==> src/rtl/leaf_stream_router.sv <==
// BFT leaf router: demultiplexes inbound packets into per-input FIFOs and
// route/credit tables, then merges credit-gated user outputs round-robin.
module leaf_stream_router #(
  parameter int PAYLOAD_BITS  = 32,
  parameter int NUM_LEAF_BITS = 5,
  parameter int NUM_PORT_BITS = 4,
  parameter int NUM_ADDR_BITS = 7,
  parameter int PACKET_BITS   = 1 + NUM_LEAF_BITS + NUM_PORT_BITS + NUM_ADDR_BITS + PAYLOAD_BITS,
  parameter int NUM_IN_PORTS  = 4,
  parameter int NUM_OUT_PORTS = 3,
  parameter int FIFO_DEPTH    = 16,
  parameter int INIT_CREDITS  = 64
) (
  input  logic                                    clk,
  input  logic                                    reset,
  input  logic [PACKET_BITS-1:0]                  din_leaf_bft2interface,
  output logic [PACKET_BITS-1:0]                  dout_leaf_interface2bft,
  input  logic                                    resend,
  output logic [NUM_IN_PORTS*PAYLOAD_BITS-1:0]    dout_leaf_interface2user,
  output logic [NUM_IN_PORTS-1:0]                 vld_interface2user,
  input  logic [NUM_IN_PORTS-1:0]                 ack_user2interface,
  input  logic [NUM_OUT_PORTS*PAYLOAD_BITS-1:0]   din_leaf_user2interface,
  input  logic [NUM_OUT_PORTS-1:0]                vld_user2interface,
  output logic [NUM_OUT_PORTS-1:0]                ack_interface2user,
  output logic [NUM_IN_PORTS-1:0]                 overflow
);

  localparam int ROUTE_W = NUM_LEAF_BITS + NUM_PORT_BITS;
  localparam int PTR_W   = $clog2(FIFO_DEPTH);
  localparam int CNT_W   = PTR_W + 1;
  localparam int CRED_W  = $clog2(INIT_CREDITS) + 8;
  localparam int SUM_W   = ((PAYLOAD_BITS > CRED_W) ? PAYLOAD_BITS : CRED_W) + 1;
  localparam int IDX_W   = (NUM_OUT_PORTS > 1) ? $clog2(NUM_OUT_PORTS) : 1;
  localparam logic [CRED_W-1:0] CRED_MAX = '1;

  // ---------------------------------------------------------------- decode
  logic                     pkt_vld;
  logic [NUM_PORT_BITS-1:0] pkt_port;
  logic [NUM_ADDR_BITS-1:0] pkt_addr;
  logic [PAYLOAD_BITS-1:0]  pkt_payload;
  logic                     cfg_wr;
  logic                     cred_wr;
  logic                     unused_leaf;

  assign pkt_vld     = din_leaf_bft2interface[PACKET_BITS-1];
  assign pkt_port    = din_leaf_bft2interface[PAYLOAD_BITS+NUM_ADDR_BITS +: NUM_PORT_BITS];
  assign pkt_addr    = din_leaf_bft2interface[PAYLOAD_BITS +: NUM_ADDR_BITS];
  assign pkt_payload = din_leaf_bft2interface[PAYLOAD_BITS-1:0];
  // The inbound leaf field names this leaf itself, so it carries no routing information here.
  assign unused_leaf = ^din_leaf_bft2interface[PACKET_BITS-2 -: NUM_LEAF_BITS];

  assign cfg_wr  = pkt_vld && (pkt_port == '0);
  assign cred_wr = pkt_vld && (pkt_port == NUM_PORT_BITS'(1));

  // ----------------------------------------------------------- input FIFOs
  genvar gi;
  generate
    for (gi = 0; gi < NUM_IN_PORTS; gi++) begin : g_fifo
      logic [PAYLOAD_BITS-1:0] mem_q [FIFO_DEPTH];
      logic [PTR_W-1:0]        wr_ptr_q, wr_ptr_d;
      logic [PTR_W-1:0]        rd_ptr_q, rd_ptr_d;
      logic [CNT_W-1:0]        count_q, count_d;
      logic                    ovf_q, ovf_d;
      logic                    push_req, full, pop, push;

      assign push_req = pkt_vld && (32'(pkt_port) == gi + 2);
      assign full     = (count_q == CNT_W'(FIFO_DEPTH));
      assign pop      = (count_q != '0) && ack_user2interface[gi];
      // A full FIFO still accepts a push when its head leaves in the same cycle.
      assign push     = push_req && (!full || pop);

      always_comb begin
        wr_ptr_d = wr_ptr_q + PTR_W'(push);
        rd_ptr_d = rd_ptr_q + PTR_W'(pop);
        count_d  = count_q + CNT_W'(push) - CNT_W'(pop);
        ovf_d    = ovf_q | (push_req & full & ~pop);
      end

      always_ff @(posedge clk) begin
        if (reset) begin
          wr_ptr_q <= '0;
          rd_ptr_q <= '0;
          count_q  <= '0;
          ovf_q    <= 1'b0;
        end else begin
          wr_ptr_q <= wr_ptr_d;
          rd_ptr_q <= rd_ptr_d;
          count_q  <= count_d;
          ovf_q    <= ovf_d;
        end
      end

      always_ff @(posedge clk) begin
        if (push) begin
          mem_q[wr_ptr_q] <= pkt_payload;
        end
      end

      assign vld_interface2user[gi] = (count_q != '0);
      assign dout_leaf_interface2user[gi*PAYLOAD_BITS +: PAYLOAD_BITS] = mem_q[rd_ptr_q];
      assign overflow[gi] = ovf_q;
    end
  endgenerate

  // ------------------------------------------------- route and credit state
  logic [ROUTE_W-1:0]       route_q  [NUM_OUT_PORTS];
  logic [ROUTE_W-1:0]       route_d  [NUM_OUT_PORTS];
  logic [CRED_W-1:0]        credit_q [NUM_OUT_PORTS];
  logic [CRED_W-1:0]        credit_d [NUM_OUT_PORTS];
  logic [NUM_OUT_PORTS-1:0] eligible;
  logic [NUM_OUT_PORTS-1:0] grant;
  logic                     grant_any;
  logic [IDX_W-1:0]         grant_idx;
  logic [IDX_W-1:0]         rr_ptr_q, rr_ptr_d;
  logic [PACKET_BITS-1:0]   dout_q, dout_d;

  always_comb begin : credit_route_next
    logic [SUM_W-1:0] sum;
    sum = '0;
    for (int o = 0; o < NUM_OUT_PORTS; o++) begin
      route_d[o] = route_q[o];
      if (cfg_wr && (32'(pkt_addr) == o)) begin
        route_d[o] = pkt_payload[ROUTE_W-1:0];
      end
      // Grant only happens with credit != 0, so the subtraction never underflows.
      sum = SUM_W'(credit_q[o]) - SUM_W'(grant[o]);
      if (cred_wr && (32'(pkt_addr) == o)) begin
        sum = sum + SUM_W'(pkt_payload);
      end
      credit_d[o] = (sum > SUM_W'(CRED_MAX)) ? CRED_MAX : CRED_W'(sum);
    end
  end

  always_comb begin
    for (int o = 0; o < NUM_OUT_PORTS; o++) begin
      eligible[o] = vld_user2interface[o] && (credit_q[o] != '0);
    end
  end

  // ------------------------------------------------------------- arbiter
  always_comb begin : arbiter
    int idx;
    idx       = 0;
    grant     = '0;
    grant_any = 1'b0;
    grant_idx = '0;
    if (!reset && !resend) begin
      for (int k = 0; k < NUM_OUT_PORTS; k++) begin
        idx = int'(rr_ptr_q) + k;
        if (idx >= NUM_OUT_PORTS) begin
          idx = idx - NUM_OUT_PORTS;
        end
        if (!grant_any && eligible[idx]) begin
          grant_any  = 1'b1;
          grant_idx  = IDX_W'(idx);
          grant[idx] = 1'b1;
        end
      end
    end
  end

  assign ack_interface2user = grant;

  always_comb begin
    rr_ptr_d = rr_ptr_q;
    if (grant_any) begin
      rr_ptr_d = (32'(grant_idx) == NUM_OUT_PORTS - 1) ? '0 : grant_idx + IDX_W'(1);
    end
  end

  always_comb begin
    dout_d = '0;
    if (resend) begin
      dout_d = dout_q;
    end else if (grant_any) begin
      dout_d = {1'b1, route_q[grant_idx], NUM_ADDR_BITS'(grant_idx),
                din_leaf_user2interface[32'(grant_idx)*PAYLOAD_BITS +: PAYLOAD_BITS]};
    end
  end

  always_ff @(posedge clk) begin
    if (reset) begin
      dout_q   <= '0;
      rr_ptr_q <= '0;
      for (int o = 0; o < NUM_OUT_PORTS; o++) begin
        route_q[o]  <= '0;
        credit_q[o] <= CRED_W'(INIT_CREDITS);
      end
    end else begin
      dout_q   <= dout_d;
      rr_ptr_q <= rr_ptr_d;
      for (int o = 0; o < NUM_OUT_PORTS; o++) begin
        route_q[o]  <= route_d[o];
        credit_q[o] <= credit_d[o];
      end
    end
  end

  assign dout_leaf_interface2bft = dout_q;

endmodule

==> config.mk <==
export PLATFORM = sky130hd
export DESIGN_NAME = leaf_stream_router
export DESIGN_NICKNAME = d
export VERILOG_FILES = /design/src/rtl/leaf_stream_router.sv
export SDC_FILE = /design/constraint.sdc
export NUM_CORES = 2
export LEC_CHECK = 0
export ABC_CLOCK_PERIOD_IN_PS = 15600
export CAP_MARGIN = 10
export CORE_UTILIZATION = 64
export DETAILED_ROUTE_END_ITERATION = 10
export PLACE_DENSITY_LB_ADDON = 0.25
export SLEW_MARGIN = 20
export SYNTH_ARGS = -nofsm -noshare
export SYNTH_HDL_FRONTEND = slang
export SYNTH_SLANG_ARGS = --single-unit
==> constraint.sdc <==
create_clock -name clk -period 15.6 [get_ports clk]
set_clock_uncertainty 0.1 [all_clocks]
set_input_delay 1.56 -clock clk [delete_from_list [all_inputs] [get_ports clk]]
set_output_delay 1.56 -clock clk [all_outputs]
set_load 0.05 [all_outputs]
==> impl_metrics.ini <==
[route]
wire_per_inst_um = 32.90
num_vias = 50120
drt_pre_antenna_iters = 8
detail-route-antenna-nets = 0
wirelength_um = 239300
drc_errors = 0
dr.first_iter.drc_count = 6664
viasPerCell = 6.892

[final_layout]
layout.nets = 5509
fillers = 7863
fin_cells = 7272
area_delta_synth_final_pct = 14.04
finish.utilization = 0.7356
layout_common_cells = edfxtp_1 (2075), mux4_2 (640), clkdlybuf4s50_1 (299)
drive_gt1_frac = 0.2282
layout_commonest_cell = edfxtp_1
design_area_um2 = 104200

[timing]
min_period_over_period = 0.5807
hold_violations = 0
slew_headroom = 0.2160
max_freq_mhz = 110.4
worst_pin_slew_ns = 1.176
period_minus_slack_ns = 9.058
final-max-slew-violation-count = 0
fin_tns_setup_ns = 0
fin_worst_hold_slack_ns = 0.3390
grt_setup_unrepaired = no
setup_viol = 0

[setup_path]
cp_slowest_cell = o41ai_2
critical_path.startpoint = credit_q[0][2]
timing.rr.end = credit_q[0][40]
start_kind = flop
rrSetupSlack_ns = 6.54
r2r-start = credit_q[0][2]
cpPeakStageDelay_ns = 0.74
critPathMaxFanout = 21
critPathCaptureType = flop
crit_chain = or4_1 -> or3_1 -> o41ai_2 -> nor2_1 -> a21oi_1 -> a32oi_1 -> o21ai_0 -> a222oi_1 -> nor2_1 -> ha_1 -> ha_1 -> nand3_1 -> or2_2 -> inv_1 -> ha_1 -> a21oi_1 -> o21ai_0 -> or4_4 -> xnor2_1 -> nand4_1 -> or4b_1 -> or4_4 -> o41ai_4 -> a31oi_1
cp_common_cell = ha_1
cp_data_required_time_ns = 16.16
crit_buf_inv = 1
critPathCapture = credit_q[0][40]
worst_ep_arrival_time_ns = 9.62
critPathKind = flop to flop
crit_cells = 24
cp_top_family = simple AND/OR/NAND/NOR gates
r2r_cells = 24

[synth]
async_reset_ff_frac = 0
yosysWarnings = 0
avgSynthCellArea_um2 = 19.14
synth-main-ff-cell = edfxtp_1
synth-edff-count = 2075
synthesis.area_um2 = 91330
ys_types = 91
netlist_instances = 4772
ys_seq_elements = 2219
ys_seq_area_frac = 0.7138

[worst_hold_path]
hold_path_class = flop to flop

[power_and_ir_drop]
pwr-share-seq = 0.454
p_int_mw = 10.77
p_leak_nw = 33.26
p_sw_mw = 4.110
sw_frac_of_total = 0.2761
vdd_drop_max_v = 0.0001121
p_per_area_nw_per_um2 = 142.9
power.share.clock = 0.336
combPwrFrac = 0.210

[grt]
grt.total_usage = 0.3343
grt_max_degree = 80
grt_pass1_vias = 51000
antenna_found_initial = 9
grt_first_pass_wirelength_um = 346800
globalRoute.totalOverflow = 0

[floorplanning]
rows = 138
io_pins = 343
coreArea_um2 = 141600
die_w_um = 379.8
dieArea_um2 = 144200
die_h_um = 379.8
start_util = 0.6450

[status]
status = finished, final reports clean

[cts]
cts.clk_slew.worst_paths_ns = 0.06
cts_resized = 0
postCtsSetupRepairBufs = 0
clock_latency_ns = 0.86
clockBufferDepth = 3
cts-root-buf = clkbuf_16
cts_tree = done
cts.htree.levels = 4
clock_sinks = 2219
postCtsHoldBufs = 0
cts_buffers = 207

[placed_design]
hpwl_um = 125500
globalplace.congestion = 0.8737
numPortBuffers = 332
dp.cells = 6880
place_area_um2 = 97440

[run]
max_cap_viol_count = 0
## routing by layer
| layer | vias up | part of all wire | global-route usage |
|---|---|---|---|
| met1 | 25840 | 0.35 | 0.4471 |
| met5 | - | 0 | 0 |
| li1 | 20540 | - | - |
| met2 | 3271 | 0.51 | 0.5592 |
| met4 | 0 | 0.036 | 0.1154 |
| met3 | 467 | 0.11 | 0.06176 |
## synth_stat cells, drive strengths merged (18+ instances only)
cell / n / area share
buf: 74 / 0.0036
a21o: 31 / 0.0025
nor2b: 35 / 0.0026
nor3: 64 / 0.0035
dfxtp: 144 / 0.032
and2: 22 / 0.0015
inv: 81 / 0.0033
xnor2: 67 / 0.0064
nand2: 219 / 0.0090
a21oi: 126 / 0.0072
a222oi: 44 / 0.0048
or2: 18 / 0.0012
nor4: 27 / 0.0018
a31oi: 27 / 0.0018
ha: 146 / 0.020
o21a: 29 / 0.0024
nand4: 37 / 0.0027
nand2b: 23 / 0.0016
nor2: 225 / 0.0092
clkbuf: 181 / 0.0074
o21ai: 104 / 0.0057
mux4: 640 / 0.16
xor2: 54 / 0.0052
edfxtp: 2075 / 0.68
a211oi: 21 / 0.0017
nand3: 48 / 0.0026
## area by class of cell
class,instances,area [um^2],area share
Antenna cell,4,10.01,0.00009611
Timing Repair Buffer,471,4284,0.04113
Clock buffer,256,5446,0.05229
Multi-Input combinational cell,2221,25310,0.2430
Tap cell,1890,2365,0.02270
Clock inverter,130,1200,0.01152
Sequential cell,2219,65240,0.6263
Inverter,81,304.0,0.002919
## registers in the layout, indices dropped and copies added (netlist names)
register	flops
g_fifo.mem_q	2048
dout_leaf_interface2bft	44
credit_q	42
route_q	27
g_fifo.count_q	20
g_fifo.rd_ptr_q	16
g_fifo.wr_ptr_q	16
g_fifo.ovf_q	4
rr_ptr_q	2
## worst min-delay path, delay by kind of cell (launching register included)
family | cells | cell delay, ns
flops | 1 | 0.32
simple gates | 2 | 0.09
## how the worst min path moves through the flow
stage / from / to / slack, ns / cells after the start
after global routing: route_q[0][0] / dout_leaf_interface2bft[39] / 0.37 / 2
after detailed placement: route_q[0][6] / dout_leaf_interface2bft[45] / 0.32 / 2
final: route_q[0][5] / dout_leaf_interface2bft[44] / 0.34 / 2
after floorplan: route_q[0][0] / dout_leaf_interface2bft[39] / 0.32 / 2
after CTS: route_q[0][0] / dout_leaf_interface2bft[39] / 0.34 / 2
after global placement: route_q[0][2] / dout_leaf_interface2bft[41] / 0.33 / 2
## per-stage QoR
stage               total power [mW]  worst slack (ns)
global route                   15.30             6.048
CTS                            14.93             6.671
global placement               9.896             6.322
floorplan                      9.048             7.421
finish                         14.88             6.542
detailed placement             9.947             6.183
## power by group through the flow
stage	Clock, mW	Sequential (mW)	Combinational, mW
after floorplan	0	6.77	2.28
after global placement	0	6.91	2.99
after detailed placement	0	6.91	3.04
after CTS	5.03	6.79	3.11
after global routing	5.23	6.77	3.29
final	5.00	6.76	3.13
## logic make-up after synthesis
kind of cell,synth area share
muxes,0.1592
adders and majority gates,0.02165
other,0.00004106
xor gates and xnor gates,0.01160
and+or+nand+nor,0.04135
AOI/OAI and AO/OA,0.03796
DFF,0.7138
buffers and inverters,0.01441
No activity file was read; power rests on OpenSTA's default activity.
